**src/rtl/ppu_write_queue.sv**
```systemverilog
// Host write buffer for the PPU sprite/color memories: host writes are queued and
// replayed to the memory port one committed frame per vertical blank, so updates never tear.
module ppu_write_queue #(
  parameter int DEPTH = 64,
  parameter int AW    = 6
) (
  input  logic          clk,
  input  logic          reset,
  input  logic          chipselect,
  input  logic          write,
  input  logic [15:0]   address,
  input  logic [31:0]   writedata,
  output logic          waitrequest,
  input  logic [9:0]    vcount,
  output logic [2:0]    mem_write,
  output logic [15:0]   w_addr,
  output logic [31:0]   w_data,
  output logic [AW:0]   level,
  output logic [AW:0]   pending_frames
);

  typedef enum logic [1:0] {
    WAIT_VB,
    DRAIN,
    DONE
  } state_t;

  state_t state;
  state_t state_next;

  // Entry layout: {marker, address[15:0], writedata[31:0]}
  logic [48:0]   fifo_mem [DEPTH];
  logic [AW-1:0] wr_ptr;
  logic [AW-1:0] rd_ptr;
  logic [48:0]   push_entry;
  logic [48:0]   head;
  logic          push;
  logic          pop;
  logic          push_marker;
  logic          pop_marker;
  logic          in_window;
  logic [2:0]    strobe_next;
  logic          load_next;

  // Stall decision uses the registered level only; a same-cycle pop does not free a slot.
  assign waitrequest = chipselect && write && (level == (AW+1)'(DEPTH));
  assign push        = chipselect && write && !waitrequest;
  assign push_marker = push && (address[9:8] == 2'b11);
  assign push_entry  = push_marker ? {1'b1, address, 32'd0} : {1'b0, address, writedata};

  assign head       = fifo_mem[rd_ptr];
  assign pop        = (state == DRAIN) && (level != '0);
  assign pop_marker = pop && head[48];

  // Line 524 is excluded so a drain always has a full line left before vcount wraps.
  assign in_window = (vcount >= 10'd480) && (vcount <= 10'd523);

  always_ff @(posedge clk) begin
    if (push) begin
      fifo_mem[wr_ptr] <= push_entry;
    end
  end

  always_ff @(posedge clk or negedge reset) begin
    if (!reset) begin
      wr_ptr         <= '0;
      rd_ptr         <= '0;
      level          <= '0;
      pending_frames <= '0;
    end else begin
      if (push) begin
        wr_ptr <= wr_ptr + 1'b1;
      end
      if (pop) begin
        rd_ptr <= rd_ptr + 1'b1;
      end
      case ({push, pop})
        2'b10:   level <= level + 1'b1;
        2'b01:   level <= level - 1'b1;
        default: level <= level;
      endcase
      case ({push_marker, pop_marker})
        2'b10:   pending_frames <= pending_frames + 1'b1;
        2'b01:   pending_frames <= pending_frames - 1'b1;
        default: pending_frames <= pending_frames;
      endcase
    end
  end

  always_ff @(posedge clk or negedge reset) begin
    if (!reset) begin
      state <= WAIT_VB;
    end else begin
      state <= state_next;
    end
  end

  // DONE holds off until the next frame starts, so at most one frame drains per vblank.
  always_comb begin
    state_next = state;
    case (state)
      WAIT_VB: if ((pending_frames != '0) && in_window) state_next = DRAIN;
      DRAIN:   if (pop_marker) state_next = DONE;
      DONE:    if (vcount == 10'd0) state_next = WAIT_VB;
      default: state_next = WAIT_VB;
    endcase
  end

  always_comb begin
    strobe_next = 3'b000;
    load_next   = 1'b0;
    if (pop && !head[48]) begin
      load_next   = 1'b1;
      strobe_next = 3'b001 << head[41:40];
    end
  end

  always_ff @(posedge clk or negedge reset) begin
    if (!reset) begin
      mem_write <= 3'b000;
      w_addr    <= 16'd0;
      w_data    <= 32'd0;
    end else begin
      mem_write <= strobe_next;
      if (load_next) begin
        w_addr <= head[47:32];
        w_data <= head[31:0];
      end
    end
  end

endmodule

```
**config.mk**
```make
export PLATFORM = sky130hd
export DESIGN_NAME = ppu_write_queue
export DESIGN_NICKNAME = d
export VERILOG_FILES = /design/src/rtl/ppu_write_queue.sv
export SDC_FILE = /design/constraint.sdc
export NUM_CORES = 2
export LEC_CHECK = 0
export BUFFER_PORTS_ARGS = -buffer_cell sky130_fd_sc_hd__buf_4
export CAP_MARGIN = 20
export CORE_MARGIN = 3
export CORE_UTILIZATION = 25
export DETAILED_ROUTE_END_ITERATION = 7
export GPL_ROUTABILITY_DRIVEN = 0
export GPL_TIMING_DRIVEN = 0
export HOLD_SLACK_MARGIN = 0.12
export SYNTH_ARGS = -nofsm -noshare
export SYNTH_HDL_FRONTEND = slang
export SYNTH_SLANG_ARGS = --single-unit
export TNS_END_PERCENT = 50
```
**constraint.sdc**
```tcl
create_clock -name clk -period 12.2 [get_ports clk]
set_input_delay 3.05 -clock clk [delete_from_list [all_inputs] [get_ports clk]]
set_output_delay 3.05 -clock clk [all_outputs]
set_load 0.01 [all_outputs]
```
## Word level (Yosys, flattened, before mapping)

Memories as Yosys holds them, arrays and structs flattened.
Index checks and enable logic that the tools add are counted.

- Register bits after elaboration: 79
- Memory bits (writable): 3136
- Input port bits: 62
- Output and inout port bits: 66
- Word-level logic and storage cells: 58
- Memories: 1

Memories:

| memory | depth | bits a word | rd ports | clocked after Yosys merged registers in | write ports | line | text |
|---|---|---|---|---|---|---|---|
| fifo_mem | 64 | 49 | 1 | 0 | 1 | 32 | `logic [48:0] fifo_mem [DEPTH];` |

- $add $sub $neg: 6
- $lt $le $gt $ge: 2
- Equality and inequality tests: 11
- Shift-type cells: 1
- Muxes and demuxes: 11
- Reductions and logical operators: 18

Operators with widths:

| kind | count |
|---|---|
| 49-bit two-way mux | 1 |
| 7-bit case mux with 2 select lines | 2 |
| 7-bit by 1-bit adder with 7-bit output (second input constant) | 2 |
| 7-bit nonzero test | 2 |
| 7-bit by 1-bit subtractor with 7-bit output (second input constant) | 2 |
| 6-bit by 1-bit adder with 6-bit output (second input constant) | 2 |
| 10-bit by 9-bit >= comparator with 1-bit output (second input constant) | 1 |
| 10-bit <= comparator (second input constant) | 1 |
| 10-bit logical NOT | 1 |
| 1-bit logical AND | 9 |
| 2-bit equality test (second input constant) | 4 |
| 7-bit equality test (second input constant) | 1 |
| 2-bit by 1-bit equality test with 1-bit output (second input constant) | 3 |
| 2-bit two-way mux | 3 |
| 2-bit != test (second input constant) | 3 |
| 2-bit case mux with 3 select lines | 1 |
| 2-bit nonzero test | 2 |
| 1-bit two-way mux | 3 |
| 3-bit two-way mux | 1 |
| 3-bit AND reduction | 1 |
| 1-bit by 2-bit << shifter with 3-bit output (first input constant) | 1 |
| 1-bit logical NOT | 2 |
| 2-bit logical NOT | 1 |

## Longest topological paths before layout

- Word-level depth: 7
- Gate-level depth with buffers: 20
- Mapped depth without buffers: 15

## Worst setup path before layout

OpenSTA, ideal clock, no wires.

- Path type: in2reg
- Start: input port chipselect
- End: register pending_frames[6]
- Setup time: 0.079 ns
- Arrival time: 6.873 ns
- Data required time: 12.121 ns
- Setup slack: 5.248 ns
- Stages on the path: 16
- Path buffers: 3
- Cells stage by stage: nand2_1 -> nor2b_1 -> and3_1 -> clkbuf_1 -> clkbuf_1 -> inv_1 -> ha_1 -> clkbuf_1 -> xor2_1 -> ha_1 -> a31oi_1 -> o22ai_1 -> mux2i_1 -> o32a_1 -> nor2_1 -> xor2_1

- Longest elaborated chain between the ends: 7
- Elaborated cells between the ends (all ways): 9
- Classes of those cells: 2 x eq/ne; 1 x mux; 6 x reduce/logical

Ends and longest elaborated chain:

| what | line | text |
|---|---|---|
| start: declaration | 9 | `input logic chipselect,` |
| 1-bit logical AND (*) | 46, 47 |  |
| 1-bit logical AND | 46 | `assign waitrequest = chipselect && write && (level == (AW+1)'(DEPTH));` |
| 1-bit logical NOT | 47 | `assign push = chipselect && write && !waitrequest;` |
| 1-bit logical AND (*) | 47 |  |
| 1-bit logical AND (*) | 48 | `assign push_marker = push && (address[9:8] == 2'b11);` |
| 2-bit by 1-bit equality test with 1-bit output / 2-bit equality test (equally long branches) | 82 | `case ({push_marker, pop_marker})` |
| 7-bit case mux with 2 select lines / 2-bit nonzero test (equally long branches) | - |  |
| end signal: assignment | 83 | `2'b10: pending_frames <= pending_frames + 1'b1;` |
| end signal: assignment | 84 | `2'b01: pending_frames <= pending_frames - 1'b1;` |
| end signal: assignment | 85 | `default: pending_frames <= pending_frames;` |
| end: declaration | 19 | `output logic [AW:0] pending_frames` |

Every way passes the cells marked *; elsewhere a longest branch is shown, timed or not.
A chain may end at the register's enable or synchronous reset.

## Worst setup path in the final report

Ends and elaborated chain as after synthesis.

==> flow_metrics.tcl <==
set metrics [dict create \
    numCtsBuffers 334 \
    synth.area.mux_share_pct 15.0 \
    viasPerCell 4.87 \
    rows 255 \
    via_count 61500 \
    finalWorstSetupSlack_ns 4.44 \
    grt_usage_pct 14.2 \
    synth-main-ff-cell "edfxtp_1" \
    rsz0062_at_grt "no" \
    finalNetCount 6011 \
    fin_tns_setup_ns 0 \
    drc 0 \
    synth-seq-cells 3215 \
    worst_pin_slew_ns 1.23 \
    async_reset_ff_share_pct 2.46 \
    final_hold_viol_count 0 \
    netlist_area_um2 122000 \
    grt_max_degree 74 \
    min_path_type "reg2reg" \
    initial_core_util_pct 25.2 \
    core_um2 484000 \
    synth_cells 5288 \
    cts_resized 0 \
    max_stage_delay_ns 0.94 \
    synth_area_per_cell_um2 23.0 \
    grt_pass1_wl_mm 499 \
    setup.worst_path.start_class "input pin" \
    skew_ns 0.0636 \
    synth_compound_area_share_pct 3.40 \
    dieWidth_um 704 \
    final_cell_mix "3136 x edfxtp_1, 778 x mux4_2, 385 x a22oi_1" \
    wl_per_cell_um 28.7 \
    crit_arrival_ns 8.57 \
    setup_viol 0 \
    critical_path_class "in2reg" \
    yosysUniqueCellTypes 53 \
    antenna_found_initial 50 \
    io_pins 128 \
    finalCritPeriodShare_pct 63.6 \
    status "completed" \
    ys_warn_count 0 \
    grt_pass1_vias 61800 \
    crit_slowest_cell "clkbuf_4" \
    die_area_um2 495000 \
    drive_gt1_share_pct 29.1 \
    hold_ws_ns 0.503 \
    relSlewSlack_pct 18.1 \
    drv_slew 0 \
    p_total_w 0.0311 \
    synthToLayoutAreaGrowth_pct 20.0 \
    cts-htree-levels 5 \
    drt-total-wl_mm 362 \
    insertion_delay_ns 0.94 \
    cp_max_fo 73 \
    path_cells "buf_4 > nand2_1 > nor2b_1 > and3_1 > clkbuf_1 > clkbuf_4 > inv_1 > ha_1 > clkbuf_1 > xor2_1 > ha_1 > a31oi_1 > o22ai_1 > mux2i_1 > o32a_1 > nor2_1 > xor2_1" \
    cts_tree "built" \
    synth_xor_area_share_pct 0.180 \
    place_ws_ns 3.61 \
    min_period_ns 7.76 \
    synth-adder-area-share_pct 0.130 \
    powerDensity_nw_per_um2 213 \
    clkSinkCount 3215 \
    synth_top_cell_area_share_pct 77.4 \
    syn_nets 5362 \
    drt_iter0_drc 9061 \
    portBuffers 127 \
    yosysSeqAreaShare_pct 79.0 \
    die_h_um 704 \
    first_pass_iters 5 \
    worstPathRequired_ns 13.01 \
    cts_buffer_depth 4 \
    max_cap_viol_count 0 \
    endpoint_kind "flip-flop" \
    post_cts_buffers 0 \
    cts_root_buf "clkbuf_16" \
    final_common_cell "edfxtp_1" \
    synth_top_family_by_area "multiplexers" \
    grt_overflow 0 \
    max_freq_mhz 129 \
    dp_hpwl_mm 251 \
    synth-simple-area-share_pct 1.09 \
    cts.clk_slew.worst_paths_ns 0.06 \
    yosys.area.top_type "edfxtp_1" \
    ir_drop_mv 0.127 \
    ctsHoldBuffers 0 \
    drt.antenna.violating_nets 0 \
    p_leak_nw 44.6 \
    synth_edf_count 3136 \
    synth.area.top_cells "edfxtp_1 77%, mux4_2 14%, a22oi_1 2.4%, dfrtp_1 1.6%, a21oi_1 0.82%" \
]
## stage by stage
step | instances | util (%) | instance area, um2
2_1_floorplan | 5288 | - | 122000
3_3_place_gp | 11800 | 27.0 | 131000
3_5_place_dp | 12000 | 28.0 | 135000
4_1_cts | 12600 | 30.2 | 146000
5_1_grt | 12600 | 30.2 | 146000
6_report | 12600 | 30.2 | 146000
## critical path: cells and delay by family
kind / cells / cell delay (ns)
buffers and inverters: 5 / 2.32
and+or+nand+nor: 4 / 1.26
AOI/OAI and AO/OA: 3 / 0.76
adders and majority gates: 2 / 0.53
xor gates and xnor gates: 2 / 0.36
muxes: 1 / 0.15
## cell families (layout without fill, tap and decap cells)
kind of cell / Yosys count / after routing
compound gates: 619 / 619
xor+xnor: 25 / 25
fa+ha+maj: 12 / 12
buf+inv: 327 / 1244
flops: 3215 / 3215
mux: 841 / 841
other cells: 0 / 17
simple gates: 249 / 249
## path summary, 6_finish.rpt
check,slack [ns],cells past startpoint,end,startpoint
setup / recovery,4.44,17,pending_frames[6]$_DFFE_PN0P_,chipselect
hold / removal,0.50,1,wr_ptr[2]$_DFFE_PN0P_,wr_ptr[2]$_DFFE_PN0P_
setup reg to reg,5.84,18,pending_frames[6]$_DFFE_PN0P_,rd_ptr[0]$_DFFE_PN0P_
hold reg to reg,0.50,1,wr_ptr[2]$_DFFE_PN0P_,wr_ptr[2]$_DFFE_PN0P_
max in group asynchronous,9.19,2,w_data[11]$_DFFE_PN0P_,reset
min in group asynchronous,2.21,1,level[0]$_DFFE_PN0P_,reset
## metal layers
| layer | track usage, % | wire (um) |
|---|---|---|
| met5 | 0 | 80 |
| met4 | 5.16 | 14200 |
| met3 | 3.34 | 37300 |
| met2 | 23.2 | 175000 |
| met1 | 18.3 | 136000 |
## registers in the layout, summed over array words and instances, names as in the netlist
name and flops:
level 7, state 2, w_data 32, w_addr 16, mem_write 3, rd_ptr 6, wr_ptr 6, pending_frames 7
fifo_mem 3136
## layout make-up
type	instances	area, um2
Clock buffer	416	8780
Clock inverter	188	1990
Tap cell	6425	8040
Inverter	15	56.3
Multi-Input combinational cell	1746	24800
Fill cell	46200	338000
Buffer	312	1490
Antenna cell	17	42.5
Timing Repair Buffer	313	4780
Sequential cell	3215	96100
## cells in the mapped netlist, types with 23 or more instances
| cell | count |
|---|---|
| mux2_1 | 26 |
| dfrtp_1 | 79 |
| or4_1 | 49 |
| a22oi_1 | 385 |
| a21oi_1 | 200 |
| nor2_1 | 89 |
| nand2_1 | 23 |
| mux4_2 | 778 |
| buf_2 | 53 |
| nor2b_1 | 46 |
| buf_1 | 28 |
| mux2_2 | 27 |
| edfxtp_1 | 3136 |
| buf_4 | 28 |
| clkbuf_1 | 187 |
## power breakdown
group	total, W	leakage (nW)	switching, W	internal (W)
logic	0.00855	10.1	0.00515	0.00340
registers	0.0126	29.2	0.000121	0.0124
clock network	0.0100	5.24	0.00431	0.00573
Note: power is estimated with default switching activity, not from simulation.
